==> src/rtl/adder_rr_arbiter.sv <==
// adder_rr_arbiter
//
// Shares one external combinational adder between NUM_REQ requesters.
// A round-robin search picks one valid requester and latches its operands.
// The adder is driven from those registered operands for one cycle, and the
// sum is captured. The sum and the requester index are then returned on a
// single response channel, which is held under backpressure.
//
// Ports
//   up_clk      clock
//   up_rst      asynchronous active-high reset
//   req_valid   per-requester request valid
//   req_ready   per-requester accept strobe (one-hot or zero)
//   req_a/b     packed operands, requester i at [i*DATA_WIDTH +: DATA_WIDTH]
//   add_a/b     registered operands to the shared adder
//   add_sum     combinational sum returned by the shared adder
//   rsp_valid   response valid
//   rsp_ready   response accept
//   rsp_data    captured sum
//   rsp_id      index of the requester that issued the operation
//   busy        high whenever the sequencer is not idle
//   op_count    number of completed operations (wraps)
module adder_rr_arbiter #(
    parameter int NUM_REQ    = 4,
    parameter int DATA_WIDTH = 32,
    parameter int ID_WIDTH   = 2
) (
    input  logic                          up_clk,
    input  logic                          up_rst,
    input  logic [NUM_REQ-1:0]            req_valid,
    output logic [NUM_REQ-1:0]            req_ready,
    input  logic [NUM_REQ*DATA_WIDTH-1:0] req_a,
    input  logic [NUM_REQ*DATA_WIDTH-1:0] req_b,
    output logic [DATA_WIDTH-1:0]         add_a,
    output logic [DATA_WIDTH-1:0]         add_b,
    input  logic [DATA_WIDTH-1:0]         add_sum,
    output logic                          rsp_valid,
    input  logic                          rsp_ready,
    output logic [DATA_WIDTH-1:0]         rsp_data,
    output logic [ID_WIDTH-1:0]           rsp_id,
    output logic                          busy,
    output logic [31:0]                   op_count
);

    typedef enum logic [1:0] {
        IDLE = 2'd0,
        EXEC = 2'd1,
        RESP = 2'd2
    } state_t;

    localparam logic [ID_WIDTH:0] NUM_REQ_W = (ID_WIDTH+1)'(NUM_REQ);

    state_t                state_reg;
    logic [ID_WIDTH-1:0]   rr_ptr_reg;
    logic [DATA_WIDTH-1:0] op_a_reg;
    logic [DATA_WIDTH-1:0] op_b_reg;
    logic [DATA_WIDTH-1:0] rsp_data_reg;
    logic [ID_WIDTH-1:0]   rsp_id_reg;
    logic                  rsp_valid_reg;
    logic                  busy_reg;
    logic [31:0]           op_count_reg;

    // Unpack the operand buses so the granted pair is a simple array read.
    logic [DATA_WIDTH-1:0] a_arr [NUM_REQ];
    logic [DATA_WIDTH-1:0] b_arr [NUM_REQ];

    genvar gi;
    generate
        for (gi = 0; gi < NUM_REQ; gi++) begin : g_unpack
            assign a_arr[gi] = req_a[gi*DATA_WIDTH +: DATA_WIDTH];
            assign b_arr[gi] = req_b[gi*DATA_WIDTH +: DATA_WIDTH];
        end
    endgenerate

    // Round-robin search. Rotate req_valid so rr_ptr lands on bit 0.
    // Then take the lowest set bit and add rr_ptr back, modulo NUM_REQ.
    logic [2*NUM_REQ-1:0] valid_dbl;
    logic [2*NUM_REQ-1:0] valid_shift;
    logic [NUM_REQ-1:0]   valid_rot;
    logic                 grant_found;
    logic [ID_WIDTH-1:0]  grant_offset;
    logic [ID_WIDTH:0]    grant_sum;
    logic [ID_WIDTH-1:0]  grant_idx;
    logic [ID_WIDTH:0]    ptr_inc;
    logic [ID_WIDTH-1:0]  rr_ptr_next;
    logic [NUM_REQ-1:0]   grant_onehot;

    assign valid_dbl   = {req_valid, req_valid};
    assign valid_shift = valid_dbl >> rr_ptr_reg;
    assign valid_rot   = valid_shift[NUM_REQ-1:0];

    always_comb begin
        grant_found  = 1'b0;
        grant_offset = '0;
        // Descending scan so the smallest offset wins.
        for (int i = NUM_REQ - 1; i >= 0; i--) begin
            if (valid_rot[i]) begin
                grant_found  = 1'b1;
                grant_offset = ID_WIDTH'(i);
            end
        end
    end

    always_comb begin
        grant_sum = {1'b0, rr_ptr_reg} + {1'b0, grant_offset};
        if (grant_sum >= NUM_REQ_W) begin
            grant_sum = grant_sum - NUM_REQ_W;
        end
        grant_idx = grant_sum[ID_WIDTH-1:0];

        ptr_inc = {1'b0, grant_idx} + (ID_WIDTH+1)'(1);
        if (ptr_inc == NUM_REQ_W) begin
            rr_ptr_next = '0;
        end else begin
            rr_ptr_next = ptr_inc[ID_WIDTH-1:0];
        end
    end

    assign grant_onehot = {{(NUM_REQ-1){1'b0}}, 1'b1} << grant_idx;

    // The accept strobe is combinational. It is gated off while reset is
    // asserted, because reset is asynchronous.
    assign req_ready = (state_reg == IDLE && grant_found && !up_rst)
                       ? grant_onehot : '0;

    always_ff @(posedge up_clk or posedge up_rst) begin
        if (up_rst) begin
            state_reg     <= IDLE;
            rr_ptr_reg    <= '0;
            op_a_reg      <= '0;
            op_b_reg      <= '0;
            rsp_data_reg  <= '0;
            rsp_id_reg    <= '0;
            rsp_valid_reg <= 1'b0;
            busy_reg      <= 1'b0;
            op_count_reg  <= '0;
        end else begin
            case (state_reg)
                IDLE: begin
                    if (grant_found) begin
                        op_a_reg   <= a_arr[grant_idx];
                        op_b_reg   <= b_arr[grant_idx];
                        rsp_id_reg <= grant_idx;
                        rr_ptr_reg <= rr_ptr_next;
                        busy_reg   <= 1'b1;
                        state_reg  <= EXEC;
                    end
                end
                EXEC: begin
                    // The adder has seen the registered operands for the
                    // whole cycle, so its sum is settled here.
                    rsp_data_reg  <= add_sum;
                    rsp_valid_reg <= 1'b1;
                    state_reg     <= RESP;
                end
                RESP: begin
                    if (rsp_ready) begin
                        rsp_valid_reg <= 1'b0;
                        busy_reg      <= 1'b0;
                        op_count_reg  <= op_count_reg + 32'd1;
                        state_reg     <= IDLE;
                    end
                end
                default: begin
                    state_reg <= IDLE;
                end
            endcase
        end
    end

    assign add_a     = op_a_reg;
    assign add_b     = op_b_reg;
    assign rsp_valid = rsp_valid_reg;
    assign rsp_data  = rsp_data_reg;
    assign rsp_id    = rsp_id_reg;
    assign busy      = busy_reg;
    assign op_count  = op_count_reg;

endmodule

==> config.mk <==
export PLATFORM = sky130hd
export DESIGN_NAME = adder_rr_arbiter
export DESIGN_NICKNAME = d
export VERILOG_FILES = /design/src/rtl/adder_rr_arbiter.sv
export SDC_FILE = /design/constraint.sdc
export NUM_CORES = 1
export LEC_CHECK = 0
export ABC_AREA = 1
export CAP_MARGIN = 0
export CORE_AREA = 3 3 165 167
export CTS_CLUSTER_DIAMETER = 80
export DETAILED_ROUTE_END_ITERATION = 8
export DIE_AREA = 0 0 168 170
export SLEW_MARGIN = 20
export SYNTH_ARGS = -nofsm -noshare
export SYNTH_HDL_FRONTEND = slang
export SYNTH_SLANG_ARGS = --single-unit
==> constraint.sdc <==
create_clock -name up_clk -period 10.2 [get_ports up_clk]
set_input_delay 2.04 -clock up_clk [delete_from_list [all_inputs] [get_ports up_clk]]
set_output_delay 2.04 -clock up_clk [all_outputs]
set_load 0.01 [all_outputs]
Yosys cells after proc, flatten, opt, wreduce, memory -nomap -nowiden
Cells that the tools add are included.
W data, S select, Z words.
{ "op_classes": {"add_sub_neg": 4, "magnitude_cmp": 2, "n_eq_ne": 5, "shift": 2, "mux": 24, "n_bitwise": 1, "n_reduce_logical": 11} }
{ "op_table": {"columns": ["operator", "count"], "rows": [
  ["$bmux W32 S2", 2],
  ["$mux W32", 4],
  ["$add A32 B1 Y32 const B", 1],
  ["$mux W2", 8],
  ["$reduce_and A2 Y1", 4],
  ["$shr A8 B2 Y4", 1],
  ["$ge A3 B3 Y1 const B", 2],
  ["$mux W1", 6],
  ["$pmux W2 S3", 1],
  ["$mux W4", 1],
  ["$ne A2 B2 Y1 const B", 2],
  ["$pmux W1 S2", 2],
  ["$reduce_bool A2 Y1", 2],
  ["$shl A1 B2 Y4 const A", 1],
  ["$add A2 B1 Y3 const B", 1],
  ["$add A2 B2 Y3", 1],
  ["$eq A3 B3 Y1 const B", 1],
  ["$not A2 Y3", 1],
  ["$reduce_and A3 Y1", 1],
  ["$eq A2 B1 Y1 const B", 1],
  ["$eq A2 B2 Y1 const B", 1],
  ["$logic_and A1 B1 Y1", 2],
  ["$logic_not A2 Y1", 1],
  ["$sub A2 B1 Y2 const B", 1],
  ["$logic_not A1 Y1", 1]
]} }
{ "word_totals": {"regBits": 136, "inputBits": 295, "out_inout_bits": 136} }

Longest topological paths before layout
Gate-level depths: netlist of the first run.
{ "logic_depth": {"depth_word": 12, "mapped_depth": 16} }

Worst setup path before layout of the first run
OpenSTA, ideal clock, no wires.
{ "synth_timing": {"kind": "input-to-output", "start": "input port up_rst", "end": "output port req_ready[0]", "t_arrival_ns": 5.590, "slack_ns": 2.570, "cell_stages": 3, "cell_sequence": "inv_1 -> nand2_1 -> nor3_1"} }
{ "synth_via": {"elab_chain_cells": 3} }
{ "synth_lines": {"columns": ["element", "line_no", "rtl"], "rows": [
  ["from (decl)", "29", "input logic up_rst,"],
  ["$logic_not A1 Y1 (no source line)", null, null],
  ["$logic_and A1 B1 Y1", "123", "assign req_ready = (state_reg == IDLE && grant_found && !up_rst)"],
  ["$mux W4", "124", "? grant_onehot : '0;"],
  ["to (decl)", "31", "output logic [NUM_REQ-1:0] req_ready,"]
]} }
No other way between the ends.

Worst setup path after layout of the first run
{ "layout_timing": {"start": "input port req_valid[1]", "end": "output port req_ready[1]"} }
{ "layout_via": {"elab_chain_cells": 10, "word_cells_on_any_way": 17, "classes_between": "add/sub: 2; order compare: 1; shift: 2; mux: 10; reduce/logical: 2"} }
{ "layout_lines": {"columns": ["element", "line_no", "rtl"], "rows": [
  ["from (decl)", "30", "input logic [NUM_REQ-1:0] req_valid,"],
  ["$shr A8 B2 Y4 (*)", "89", "assign valid_shift = valid_dbl >> rr_ptr_reg;"],
  ["$mux W2 (4 in a row)", "97", "if (valid_rot[i]) begin"],
  ["$add A2 B2 Y3", "105", "grant_sum = {1'b0, rr_ptr_reg} + {1'b0, grant_offset};"],
  ["$ge A3 B3 Y1 / $sub A2 B1 Y2 (equally long branches)", "106, 107", null],
  ["$mux W2", "106", "if (grant_sum >= NUM_REQ_W) begin"],
  ["$shl A1 B2 Y4", "119", "assign grant_onehot = {{(NUM_REQ-1){1'b0}}, 1'b1} << grant_idx;"],
  ["$mux W4 (*)", "124", null]
]} }
Mark *: on every way between the ends. The rest lies on a longest branch, timed or not.

==> insert_results.sql, run 1 <==
INSERT INTO impl_metrics (metric_group, metric, value, unit) VALUES
('logic_synthesis', 'synth_top_cell_area_share', '43.78', '%'),
('power', 'pwr_density_cell', '347.4', 'nW/um^2'),
('final_layout', 'area.growth.synth_to_final', '65.93', '%'),
('timing', 'min_period', '7.467', 'ns'),
('logic_synthesis', 'ys_async_sr_fraction', '100.0', '%'),
('worst_setup_path', 'critical_path_depth', '16', ''),
('drt', 'vias_per_cell', '4.724', ''),
('global_route', 'grt.overflow.total', '0', ''),
('final_layout', 'nets', '1641', ''),
('global_route', 'groute.usage.overall', '21.30', '%'),
('logic_synthesis', 'netlist_instances', '943', ''),
('place', 'finalWeightedCongestion', '0.8626', ''),
('worst_setup_path', 'worst_setup_path_end_kind', 'output pin', ''),
('global_route', 'vias_in_the_first_global_route', '8031', ''),
('final_layout', 'final_layout_size_suffix_gt1_share', '4.425', '%'),
('drt', 'drt_first_pass_iters', '5', ''),
('drt', 'wire_per_inst', '18.39', 'um'),
('worst_setup_path', 'setup.worst_path.class', 'primary input to output pin', ''),
('timing', 'fmax', '0.1339', 'GHz'),
('logic_synthesis', 'seq_area_frac_synth', '43.78', '%'),
('clock_tree', 'clk_root_buffer_cell', 'clkbuf_16', ''),
('clock_tree', 'ctsResizeCount', '0', ''),
('logic_synthesis', 'synth_enable_flop_cells', '0', ''),
('drt', 'met3_wirelength', '2446', 'um'),
('logic_synthesis', 'synth.cells.most_frequent', 'nand2_1, nand3_1, dfrtp_1', ''),
('final_layout', 'final-seq-area', '3403', 'sq um'),
('clock_tree', 'cts_inserted_buffers', '17', ''),
('drt', 'drt-met1-wl', '12540', 'um'),
('final_layout', 'multiInputGateArea', '3964', 'sq um'),
('logic_synthesis', 'yosysWarnings', '0', ''),
('drt', 'top_layer_used', 'met5', ''),
('hold_path', 'hp-class', 'flip-flop to flip-flop', ''),
('global_route', 'grt_start_max_net_pins', '82', ''),
('clock_tree', 'clock_insertion_delay_worst_skew', '0.42', 'ns'),
('worst_setup_path', 'critical_path_peak_fanout', '65', ''),
('final_layout', 'num-fill-cells', '2543', ''),
('logic_synthesis', 'largest_cells_by_area_after_synthesis', 'dfrtp_1, nand2_1, mux2i_1', ''),
('die', 'core.rowCount', '59', ''),
('power', 'ir_worst_vdd', '245.1', 'uV'),
('outcome', 'run_status', 'finished, final reports clean', ''),
('die', 'starting_density_of_the_core', '30.00', '%'),
('worst_setup_path', 'critPathArrivalTime', '5.43', 'ns'),
('die', 'num_ports', '431', ''),
('drt', 'total_routed_length', '31100', 'um'),
('worst_setup_path', 'path_delay_family', 'simple AND/OR/NAND/NOR gates', ''),
('logic_synthesis', 'postSynth.topFlopCell', 'dfrtp_1', ''),
('worst_setup_path', 'cp-start-kind', 'primary input', ''),
('worst_setup_path', 'r2r_depth', '13', ''),
('drt', 'routed-via-count', '7989', ''),
('logic_synthesis', 'synthesis.area_per_instance', '8.244', 'sq um'),
('place', 'place_hpwl', '23360', 'um'),
('die', 'chipHeight', '170', 'um'),
('drt', 'ant_nets', '0', ''),
('logic_synthesis', 'synth_nets', '1241', ''),
('die', 'fp.dieW', '168', 'um'),
('timing', 'rsz_0062_raised_after_global_routing', 'false', ''),
('drt', 'detail_route.drc_violations', '0', ''),
('place', 'portBuffers', '430', ''),
('drt', 'routed-wl-met2', '15860', 'um'),
('logic_synthesis', 'post_synth_instance_area', '7774', 'sq um'),
('timing', 'timing.clock.skew', '0.01320', 'ns'),
('timing', 'setup-tns-final', '0', 'ns'),
('flow_run', 'max_cap_violations', '0', ''),
('power', 'power.static_leakage', '0.006037', 'uW'),
('worst_setup_path', 'timing.critical_path.cells', 'clkdlybuf4s50_1 > nand2_1 > nand3_1 > nand2_1 > nand3_1 > a21boi_0 > ha_4 > xor2_1 > inv_1 > nand3_4 > nand2_2 > inv_2 > ha_1 > inv_1 > nor2_1 > clkdlybuf4s50_1', ''),
('logic_synthesis', 'synth.distinct_cells', '27', ''),
('drt', 'drt-initial-drc-count', '451', ''),
('clock_tree', 'tritoncts_num_sinks', '136', ''),
('clock_tree', 'cts.repair_timing.setup_buffer_count', '0', ''),
('clock_tree', 'tritoncts_clock_tree', 'done', ''),
('final_layout', 'finish.utilization', '49.78', '%');
## per-stage QoR
stage | std cells | cell area, sq um | setup slack [ns] | hold slack [ns] | total power, uW
after CTS | 1691 | 12900 | 2.706 | 0.4748 | 4556
final | 1691 | 12900 | 2.733 | 0.4690 | 4481
after global routing | 1691 | 12900 | 2.441 | 0.4800 | 4850
after detailed placement | 1659 | 12280 | 2.705 | 0.4598 | 3885
after floorplan | 943 | 7774 | 2.570 | 0.5067 | 2864
after global placement | 1659 | 12280 | 2.832 | 0.4517 | 3861
## final cells by class
class	count	area share, %
multi-input combinational	716	30.73
clock buffer	18	3.327
tap	335	3.250
clock inverter	14	1.445
inverter	34	1.028
timing repair buffer	438	33.83
sequential	136	26.38
## worst reg2reg max path, cell delays in order (launching register included)
cell and delay, ns:
dfrtp_1 0.49, inv_2 0.11, nand2_1 0.09, nand3_1 0.08
nand2_1 0.12, nand3_1 0.08, a21boi_0 0.29, ha_4 0.50
buf_4 0.80, buf_4 0.87, mux2i_1 0.40, nand3_1 0.12
nand3_1 0.14, nand2_1 0.06
## where the power goes
part / total [uW] / internal [uW] / switching [uW]
logic: 2910 / 1270 / 1640
clock network: 653 / 392 / 261
registers: 917 / 775 / 142
total: 4480 / 2430 / 2050
## kinds of logic (layout without fill, tap and decap cells)
group / after synthesis / after routing / share of synthesized area, %
buffers and inverters: 91 / 504 / 5.649
muxes: 128 / 128 / 16.48
and+or+nand+nor: 546 / 546 / 29.53
AOI/OAI and AO/OA: 11 / 11 / 0.9176
adders and majority gates: 3 / 3 / 0.4829
xor gates and xnor gates: 28 / 28 / 3.155
DFF: 136 / 136 / 43.78
## cell usage in the layout (no fill, tap or decap), types with 3 or more instances in the layout
master / Yosys / layout
bufinv_16: 0 / 3
nand4_1: 5 / 5
buf_4: 10 / 8
nor3_1: 7 / 7
nor2_1: 24 / 23
mux2i_1: 128 / 128
nor2_2: 3 / 4
xnor2_1: 11 / 11
nand2_1: 352 / 350
o21ai_1: 6 / 6
dfrtp_1: 136 / 136
xor2_1: 17 / 17
nand3_1: 150 / 149
inv_6: 0 / 7
inv_2: 7 / 7
nand2_2: 2 / 4
inv_1: 27 / 26
clkdlybuf4s50_1: 0 / 430
clkbuf_16: 0 / 17
## metal layers
metal,global-route usage [%],vias up
li1,-,3907
met4,3.878,2
met2,38.34,314
met3,6.016,18
met1,25.71,3748
met5,0,-
## worst paths after layout
check / to / startpoint / slack (ns)
hold / removal: rsp_data[11] / rsp_data[11] / 0.47
setup reg to reg: add_b[13] / rr_ptr_reg[0] / 5.96
setup / recovery: req_ready[1] / req_valid[1] / 2.73
min in group asynchronous: add_b[2] / up_rst / 2.20
hold reg to reg: rsp_data[11] / rsp_data[11] / 0.47
max in group asynchronous: add_b[3] / up_rst / 6.71
Note: power is estimated with default switching activity, not from simulation.
==> run 2, diff against run 1 <==
--- a/config.mk
+++ b/config.mk
@@ -7,10 +7,10 @@
 export LEC_CHECK = 0
 export ABC_AREA = 1
 export CAP_MARGIN = 0
-export CORE_AREA = 3 3 165 167
+export CORE_AREA = 3 3 168 170
 export CTS_CLUSTER_DIAMETER = 80
 export DETAILED_ROUTE_END_ITERATION = 8
-export DIE_AREA = 0 0 168 170
+export DIE_AREA = 0 0 171 173
 export SLEW_MARGIN = 20
 export SYNTH_ARGS = -nofsm -noshare
 export SYNTH_HDL_FRONTEND = slang
==> constraint.sdc (replaced) <==
create_clock -name up_clk -period 7 [get_ports up_clk]
set_input_delay 1.4 -clock up_clk [delete_from_list [all_inputs] [get_ports up_clk]]
set_output_delay 1.4 -clock up_clk [all_outputs]
set_load 0.01 [all_outputs]
==> run 2 against run 1 <==
  * Core utilization decreased by 1.9 points
  * Critical path depth stayed put
  * Critical endpoint unchanged
  * Final cell count rose by 0.41%
==> insert_results.sql, run 2 (synthesized netlist as in run 1, its figures left out) <==
INSERT INTO impl_metrics (metric_group, metric, value, unit) VALUES
('clock_tree', 'cts_hold_repair.buffers', '0', ''),
('worst_setup_path', 'r2r_depth', '12', ''),
('hold_path', 'hp-class', 'flip-flop to flip-flop', ''),
('worst_setup_path', 'r2r_setup_slack', '3.57', 'ns'),
('timing', 'fmax', '0.1816', 'GHz'),
('worst_setup_path', 'rr_endpoint', 'add_a[5]', ''),
('drt', 'routed-via-count', '7975', ''),
('die', 'design.die.area', '29580', 'sq um'),
('timing', 'tightestPinTransition', '1.013', 'ns'),
('clock_tree', 'clk_root_buffer_cell', 'clkbuf_16', ''),
('place', 'finalWeightedCongestion', '0.8452', ''),
('timing', 'final-hold-violation-count', '0', ''),
('worst_setup_path', 'setup.worst_path.start', 'req_valid[1]', ''),
('worst_setup_path', 'timing.critical_path.cells', 'clkdlybuf4s50_1 > nand2_1 > nand3_1 > nand2_1 > nand3_1 > a21boi_0 > ha_4 > xor2_1 > inv_1 > nand3_4 > nand2_2 > inv_2 > ha_1 > inv_1 > nor2_1 > clkdlybuf4s50_1', ''),
('final_layout', 'antenna_cells', '0', ''),
('place', 'place_hpwl', '22330', 'um'),
('clock_tree', 'ctsResizeCount', '0', ''),
('hold_path', 'holdPathEnd', 'rsp_data[21]', ''),
('drt', 'wire_per_inst', '17.96', 'um'),
('timing', 'min_period', '5.505', 'ns'),
('worst_setup_path', 'critical_path.n_buffers_inverters', '5', ''),
('timing', 'rsz_0062_raised_after_global_routing', 'false', ''),
('worst_setup_path', 'critPathArrivalTime', '4.11', 'ns'),
('clock_tree', 'tritoncts_num_sinks', '136', ''),
('hold_path', 'hold_path_startpoint', 'rsp_data[21]', ''),
('place', 'postPlaceCellArea', '12300', 'sq um'),
('timing', 'final-max-slew-violation-count', '0', ''),
('drt', 'vias_per_cell', '4.697', ''),
('die', 'starting_density_of_the_core', '28.92', '%'),
('worst_setup_path', 'critical-path-max-stage-delay', '0.54', 'ns'),
('worst_setup_path', 'worst_path_max_delay_cell', 'clkdlybuf4s50_1', ''),
('worst_setup_path', 'worst_ep_required_time', '5.60', 'ns'),
('drt', 'ant_nets', '0', ''),
('final_layout', 'stdcell_count', '1698', ''),
('drt', 'detail_route.drc_violations', '0', ''),
('timing', 'timing.final.crit_share', '78.65', '%'),
('final_layout', 'final_layout_size_suffix_gt1_share', '4.569', '%'),
('drt', 'drt_first_pass_iters', '5', ''),
('clock_tree', 'clk_pin_slew', '0.07', 'ns'),
('power', 'internal_power', '3449', 'uW'),
('power', 'comb_power_share', '65.7', '%'),
('die', 'num_ports', '431', ''),
('clock_tree', 'clock_insertion_delay_worst_skew', '0.42', 'ns'),
('power', 'power.switching', '2986', 'uW'),
('worst_setup_path', 'worst_r2r_startpoint', 'rr_ptr_reg[0]', ''),
('power', 'power.static_leakage', '0.006015', 'uW'),
('clock_tree', 'ctsHtreeMaxLevel', '4', ''),
('place', 'dp_cells', '1666', ''),
('outcome', 'run_status', 'finished, final reports clean', ''),
('timing', 'finalSetupViolCount', '0', ''),
('global_route', 'grt_start_max_net_pins', '76', ''),
('die', 'fp.dieW', '171', 'um'),
('timing', 'maxSlewHeadroom', '32.06', '%'),
('die', 'core_area', '26880', 'sq um'),
('power', 'clockPowerShare', '13.8', '%'),
('final_layout', 'area.growth.synth_to_final', '65.54', '%'),
('power', 'seq_power_share', '20.5', '%'),
('power', 'power_switching_share', '46.40', '%'),
('global_route', 'grt.overflow.total', '0', ''),
('final_layout', 'final_cell_area', '12870', 'sq um'),
('worst_setup_path', 'path_delay_family', 'buffers and inverters', ''),
('clock_tree', 'cts_inserted_buffers', '17', ''),
('die', 'core.rowCount', '60', ''),
('clock_tree', 'cts.repair_timing.setup_buffer_count', '0', ''),
('worst_setup_path', 'setup.worst_path.class', 'primary input to output pin', ''),
('global_route', 'grt_pass1_wl', '46390', 'um'),
('clock_tree', 'cts-root-to-sink-buffers', '2', ''),
('worst_setup_path', 'cp-start-kind', 'primary input', ''),
('drt', 'drt-initial-drc-count', '389', ''),
('worst_setup_path', 'worst_setup_path_end_kind', 'output pin', ''),
('drt', 'total_routed_length', '30500', 'um'),
('power', 'pwr_density_cell', '500.0', 'nW/um^2'),
('timing', 'setup-tns-final', '0', 'ns'),
('global_route', 'groute.usage.overall', '20.02', '%'),
('final_layout', 'final_cell_mix', 'clkdlybuf4s50_1, nand2_1, nand3_1', ''),
('timing', 'timing.clock.skew', '0.01555', 'ns'),
('power', 'ir_worst_vdd', '507.9', 'uV'),
('clock_tree', 'tritoncts_clock_tree', 'done', ''),
('flow_run', 'max_cap_violations', '0', ''),
('global_route', 'grt_antenna_before_repair', '0', ''),
('worst_setup_path', 'critical_path_peak_fanout', '4', ''),
('die', 'chipHeight', '173', 'um'),
('final_layout', 'nets', '1642', ''),
('global_route', 'vias_in_the_first_global_route', '8184', ''),
('hold_path', 'worst_hold_path.num_cells', '2', ''),
('place', 'portBuffers', '430', ''),
('final_layout', 'layout_commonest_cell', 'clkdlybuf4s50_1', '');
[run 2: changes by cell type in the layout (fill, tap and decap cells not counted)]
cell	delta
bufinv_16	-3
buf_4	+1
clkbuf_1	-1
clkbuf_8	+1
clkinv_1	+1
clkinv_4	+1
clkinv_8	+1
clkinvlp_4	+1
inv_1	-1
inv_6	-1
inv_8	+1
[run 2: cell type report]
class | count | area (sq um)
Fill cell | 2691 | 14010
Sequential cell | 136 | 3403
Clock inverter | 14 | 131.4
Multi-Input combinational cell | 716 | 3964
Inverter | 34 | 132.6
Timing Repair Buffer | 439 | 4372
Clock buffer | 18 | 439.2
Tap cell | 341 | 426.7
[run 2: metrics by stage]
stage	total power [uW]	setup WS [ns]	util [%]	hold WS [ns]
CTS	6531	1.487	47.88	0.4752
global placement	5577	1.536	45.76	0.4525
global route	6986	1.251	47.88	0.4910
detailed placement	5620	1.501	45.76	0.4581
floorplan	4173	0.6502	-	0.5067
finish	6435	1.495	47.88	0.4734
[run 2: tightest hold or removal path, stage by stage (launching register included)]
cell and delay (ns):
dfrtp_1 0.34, nand2_1 0.05, nand2_1 0.05
[run 2: power groups by stage]
| stage | Combinational [uW] | Sequential, uW | Clock (uW) |
|---|---|---|---|
| after floorplan | 2720 | 1450 | 0 |
| after global routing | 4680 | 1360 | 945 |
| after CTS | 4300 | 1320 | 908 |
| after global placement | 4260 | 1320 | 0 |
| after detailed placement | 4290 | 1330 | 0 |
| final | 4230 | 1320 | 885 |
[run 2: worst max path at each step]
stage | end | depth (start not counted)
floorplan | req_ready[0] | 3
finish | req_ready[1] | 16
global route | req_ready[1] | 16
global placement | req_ready[1] | 11
detailed placement | req_ready[1] | 16
CTS | req_ready[1] | 16
[run 2: layer usage]
layer  vias to the layer above  wire length [um]  track usage [%]
li1                       3899                 -                -
met1                      3740             12110            23.58
met2                       314             15580            36.66
met3                        22              2488            5.030
met4                         0               319            3.957
met5                         -                 0                0
